File: config.mk
export PLATFORM = sky130hd
export DESIGN_NAME = mult_hilo_ctrl
export DESIGN_NICKNAME = d
export VERILOG_FILES = /design/src/rtl/mult_hilo_ctrl.sv
export SDC_FILE = /design/constraint.sdc
export NUM_CORES = 1
export LEC_CHECK = 0
export ABC_AREA = 1
export BUFFER_PORTS_ARGS = -buffer_cell sky130_fd_sc_hd__buf_2
export CORE_MARGIN = 1
export CORE_UTILIZATION = 35
export CTS_CLUSTER_DIAMETER = 100
export DETAILED_ROUTE_END_ITERATION = 16
export SLEW_MARGIN = 20
export SYNTH_ARGS = -nofsm -noshare
export SYNTH_HDL_FRONTEND = slang
export SYNTH_SLANG_ARGS = --single-unit
File: constraint.sdc
create_clock -name clk -period 6.6 [get_ports clk]
set_input_delay 0 -clock clk [delete_from_list [all_inputs] [get_ports clk]]
set_output_delay 0 -clock clk [all_outputs]
set_load 0.01 [all_outputs]
File: src/rtl/mult_hilo_ctrl.sv
// MULT/MULTU sequencer for an external combinational multiplier, with the HI/LO registers and MFHI/MFLO/MTHI/MTLO.
// Optional macro MULT_CANCEL_EN adds a cancel input that abandons an in-flight multiply.
module mult_hilo_ctrl #(
    parameter int MULT_LAT = 4
) (
    input  logic        clk,
    input  logic        rst,
    input  logic        op_valid,
    input  logic        op_signed,
    input  logic [31:0] op_a,
    input  logic [31:0] op_b,
    input  logic        mthi,
    input  logic        mtlo,
    input  logic [31:0] wdata,
    input  logic        mfhi,
    input  logic        mflo,
    output logic [31:0] rdata,
    output logic        stall,
    output logic        busy,
    output logic        mult_begin,
    output logic [31:0] mult_op1,
    output logic [31:0] mult_op2,
    input  logic [63:0] product,
    input  logic        mult_end
`ifdef MULT_CANCEL_EN
    ,
    input  logic        cancel
`endif
);

    typedef enum logic [1:0] {S_IDLE, S_ISSUE, S_WAIT, S_WB} state_t;

    localparam int CNT_W = (MULT_LAT > 1) ? $clog2(MULT_LAT) : 1;
    localparam logic [CNT_W-1:0] CNT_LAST = CNT_W'(MULT_LAT - 1);

    state_t            state_q, state_d;
    logic [31:0]       hi_q, hi_d;
    logic [31:0]       lo_q, lo_d;
    logic [CNT_W-1:0]  cnt_q, cnt_d;
    logic [31:0]       op1_q, op1_d;
    logic [31:0]       op2_q, op2_d;
    logic              sgn_q, sgn_d;
    logic [63:0]       res_q, res_d;
    logic [31:0]       corr;
    logic [63:0]       wb_val;
    logic              cancel_w;

`ifdef MULT_CANCEL_EN
    assign cancel_w = cancel;
`else
    assign cancel_w = 1'b0;
`endif

    // Unsigned fix-up only touches the upper word, so a 32-bit wrapping sum suffices.
    assign corr   = (op1_q[31] ? op2_q : 32'h0) + (op2_q[31] ? op1_q : 32'h0);
    assign wb_val = res_q + {(sgn_q ? 32'h0 : corr), 32'h0};

    always_comb begin
        state_d = state_q;
        hi_d    = hi_q;
        lo_d    = lo_q;
        cnt_d   = cnt_q;
        op1_d   = op1_q;
        op2_d   = op2_q;
        sgn_d   = sgn_q;
        res_d   = res_q;
        case (state_q)
            S_IDLE: begin
                if (mthi) hi_d = wdata;
                if (mtlo) lo_d = wdata;
                if (op_valid) begin
                    op1_d   = op_a;
                    op2_d   = op_b;
                    sgn_d   = op_signed;
                    state_d = S_ISSUE;
                end
            end
            S_ISSUE: begin
                cnt_d   = '0;
                state_d = S_WAIT;
            end
            S_WAIT: begin
                if (cnt_q != CNT_LAST) cnt_d = cnt_q + CNT_W'(1);
                if (cnt_q == CNT_LAST && mult_end) begin
                    res_d   = product;
                    state_d = S_WB;
                end
            end
            S_WB: begin
                {hi_d, lo_d} = wb_val;
                state_d      = S_IDLE;
            end
            default: state_d = S_IDLE;
        endcase
        if (cancel_w && state_q != S_IDLE) begin
            state_d = S_IDLE;
            hi_d    = hi_q;
            lo_d    = lo_q;
        end
    end

    always_ff @(posedge clk or posedge rst) begin
        if (rst) begin
            state_q <= S_IDLE;
            hi_q    <= '0;
            lo_q    <= '0;
            cnt_q   <= '0;
            op1_q   <= '0;
            op2_q   <= '0;
            sgn_q   <= 1'b0;
            res_q   <= '0;
        end else begin
            state_q <= state_d;
            hi_q    <= hi_d;
            lo_q    <= lo_d;
            cnt_q   <= cnt_d;
            op1_q   <= op1_d;
            op2_q   <= op2_d;
            sgn_q   <= sgn_d;
            res_q   <= res_d;
        end
    end

    assign busy       = (state_q != S_IDLE);
    assign mult_begin = (state_q == S_ISSUE) || (state_q == S_WAIT);
    assign mult_op1   = op1_q;
    assign mult_op2   = op2_q;
    assign stall      = busy & (op_valid | mfhi | mflo | mthi | mtlo);
    assign rdata      = busy ? 32'h0 : (mfhi ? hi_q : (mflo ? lo_q : 32'h0));

endmodule
==> out/metrics.yaml <==
routing:
  routed-via-count: 12113
  antenna_left: 0
  drt-initial-drc-count: 682
  wire_per_inst_um: 16.1
  drc: 0
  drt_pass1_iterations: 5
  wirelength_mm: 39.7
  viasPerCell: 4.92
timing:
  min_period_ps: 4640
  slew-limit-headroom: 0.305
  setup_violations: 0
  rsz0062_at_grt: "no"
  fin_tns_setup_ps: 0
  slew_violations: 0
  max_freq_mhz: 216
  tightestPinTransition_ps: 1040
  setup_ws_ps: 1960
  period_share: 0.702
  fin_skew_ps: 11.3
  hold_viol: 0
setup_path:
  rr_endpoint: "hi_q[17]"
  required_ps: 6910
  r2r_start: "mult_op1[31]"
  worstSetupPathType: "flop to flop"
  worstPathMaxFanout: 33
  crit_arrival_ps: 4950
  cp-start-kind: "flop"
  ff2ff_path_depth: 22
  crit_path_end_kind: "flop"
  startpoint: "mult_op1[31]"
  reg2reg_slack_ps: 1960
global_route:
  gr-usage-all-layers: 0.221
  grt_max_degree: 79
  grt_pass1_vias: 12016
  grt_pass1_wl_mm: 63.4
  overflow: 0
  antenna_found_initial: 0
floorplanning:
  core_area_sq_mm: 0.0355
  die-area_sq_mm: 0.0368
  initial_core_util: 0.355
  die_w_um: 192
  num_rows: 69
  ios: 268
  dieHeight_um: 192
clock_network:
  cts_tree: "done"
  h-tree-depth: 4
  cts_buffers: 17
  cts_buffer_depth: 2
  postCtsResizedCells: 0
  postCtsHoldBufs: 163
  postCtsSetupBuffers: 0
  root_buffer: "clkbuf_16"
  insertion_delay_ps: 460
  cts.sinks: 197
  clk_pin_slew_ps: 80
pwr:
  clkPwrFrac: 0.139
  p_per_area_mw_per_mm2: 476
  p_comb_frac: 0.574
  p_leak_nw: 8.31
  intPower_mw: 4.19
  seqPwrFrac: 0.287
  p_sw_frac: 0.471
  ir_worst_vdd_mv: 0.581
  p_sw_mw: 3.73
hold_path:
  min_path_cells: 5
  worst_hold_startpoint: "mult_end"
  hold_class: "input pin to flop"
  holdPathEnd: "state_q[1]"
placed_design:
  gp_congestion: 0.892
  dp_hpwl_mm: 29.1
  place_ws_ps: 1980
  io_buffer_count: 267
synthesis:
  synth_edf_count: 0
  synth-seq-area-share: 0.391
  synthArstFlopShare: 1.00
  yosysTopAreaCellShare: 0.391
  synth_area_sq_mm: 0.0126
  synth_warnings: 0
  ys_top_cells_by_area: "dfrtp_1 (39%), nand2_1 (12%), mux2_2 (11%)"
  synth.most_common_cell: "nand2_1"
  syn_inst: 1585
  yosys-top-cells-count: "nand2_1 (393), dfrtp_1 (197), nor2_1 (158)"
  ys_ff_latch: 197
  synth_fp_nets: 1823
  yosysUniqueCellTypes: 47
  synth_top_area_cell: "dfrtp_1"
  syn-mean-instance-area_sq_um: 7.95
  synthFlopType: "dfrtp_1"
finish:
  nets: 2224
  drive_gt1_frac: 0.245
  syn_to_final_growth_pct: 31.9
  n_antenna_cell: 0
outcome:
  outcome: "finished, final reports clean"
job:
  max_cap_viol_count: 0
## flip-flops by register name, summed over array words and instances, names as in the netlist
register	cells
cnt_q	2
mult_op1	32
state_q	2
mult_op2	32
sgn_q	1
hi_q	32
res_q	64
lo_q	32
## metal layers
layer	global-route usage	share of wire
met1	0.305	0.48
met2	0.360	0.46
met3	0.0333	0.052
met4	0.0546	0.011
met5	0	0
## worst max-delay path, cell delays in order (launching register included)
cell and delay, ps:
dfrtp_1 980, nand2_1 120, inv_1 90, ha_1 160
inv_1 60, fa_1 410, inv_1 100, nand3_1 90
nand2_2 110, nand4_1 80, nand2_1 120, a21oi_2 100
o21bai_1 170, o21ai_0 90, a21oi_1 200, ha_1 300
a21oi_1 260, o21ai_0 240, a21oi_1 190, nand3_1 160
or2_2 300, nand3_1 90, a31oi_1 80
## power by group through the flow
stage | Combinational, mW | Sequential, mW | Clock, mW
6_report | 4.54 | 2.27 | 1.10
5_1_grt | 5.11 | 2.35 | 1.19
4_1_cts | 4.55 | 2.27 | 1.14
3_5_place_dp | 4.44 | 2.29 | 0
3_3_place_gp | 4.39 | 2.28 | 0
2_1_floorplan | 3.13 | 2.23 | 0
## stage by stage
stage	util	hold WS, ps	area, sq um	total power [mW]	std cells
floorplan	-	145	12600	5.36	1585
global placement	0.405	127	14400	6.68	2265
detailed placement	0.405	124	14400	6.74	2265
CTS	0.469	7.27	16600	7.97	2460
global route	0.469	65.8	16600	8.66	2460
finish	0.469	24.5	16600	7.92	2460
## worst max-delay path by stage
stage / cells after the start / endpoint
final: 22 / hi_q[17]
after global routing: 22 / hi_q[17]
after CTS: 22 / hi_q[17]
after detailed placement: 22 / hi_q[17]
after global placement: 22 / hi_q[17]
after floorplan: 1 / cnt_q[0]
## layout make-up
class                      count  area (sq um)
clock buffer                  19           453
clock inverter                13           160
fill                        3505         18900
inverter                     158           601
multi-input combinational   1174          6880
sequential                   197          4930
tap                          461           577
timing repair buffer         438          3030
## layout by cell type, fill, tap and decap left out, types with 3 or more instances in the layout
| cell type | Yosys | final |
|---|---|---|
| clkbuf_16 | 0 | 17 |
| nor2_2 | 5 | 6 |
| nor3_1 | 11 | 11 |
| mux2_2 | 126 | 126 |
| a31oi_1 | 51 | 51 |
| nand2_1 | 393 | 390 |
| a21oi_2 | 8 | 8 |
| nand3_2 | 6 | 6 |
| dlygate4sd3_1 | 0 | 163 |
| nand3b_1 | 3 | 3 |
| or2_1 | 4 | 4 |
| ha_1 | 67 | 66 |
| nor2_1 | 158 | 157 |
| xnor2_1 | 5 | 5 |
| nand4_1 | 12 | 12 |
| o21bai_1 | 8 | 8 |
| inv_6 | 0 | 4 |
| inv_1 | 153 | 152 |
| inv_2 | 4 | 4 |
| a21oi_1 | 156 | 156 |
| a21o_1 | 3 | 3 |
| o21a_1 | 5 | 5 |
| inv_8 | 0 | 4 |
| clkinvlp_4 | 0 | 3 |
| o21ai_0 | 60 | 60 |
| nand3_1 | 52 | 51 |
| nand2_2 | 10 | 12 |
| or2_2 | 7 | 7 |
| buf_2 | 11 | 267 |
| xor2_1 | 4 | 4 |
| buf_4 | 0 | 8 |
| dfrtp_1 | 197 | 197 |
## cell families after synthesis
family                   Yosys count  share of synthesized area
AND/OR/NAND/NOR                  670                      0.221
AO/OA/AOI/OAI                    300                      0.134
buffers and inverters            214                     0.0654
flip-flops                       197                      0.391
multiplexers                     126                      0.113
adder cells (fa/ha/maj)           69                     0.0697
XOR/XNOR                           9                    0.00625
Power figures use the tool's default switching activity.
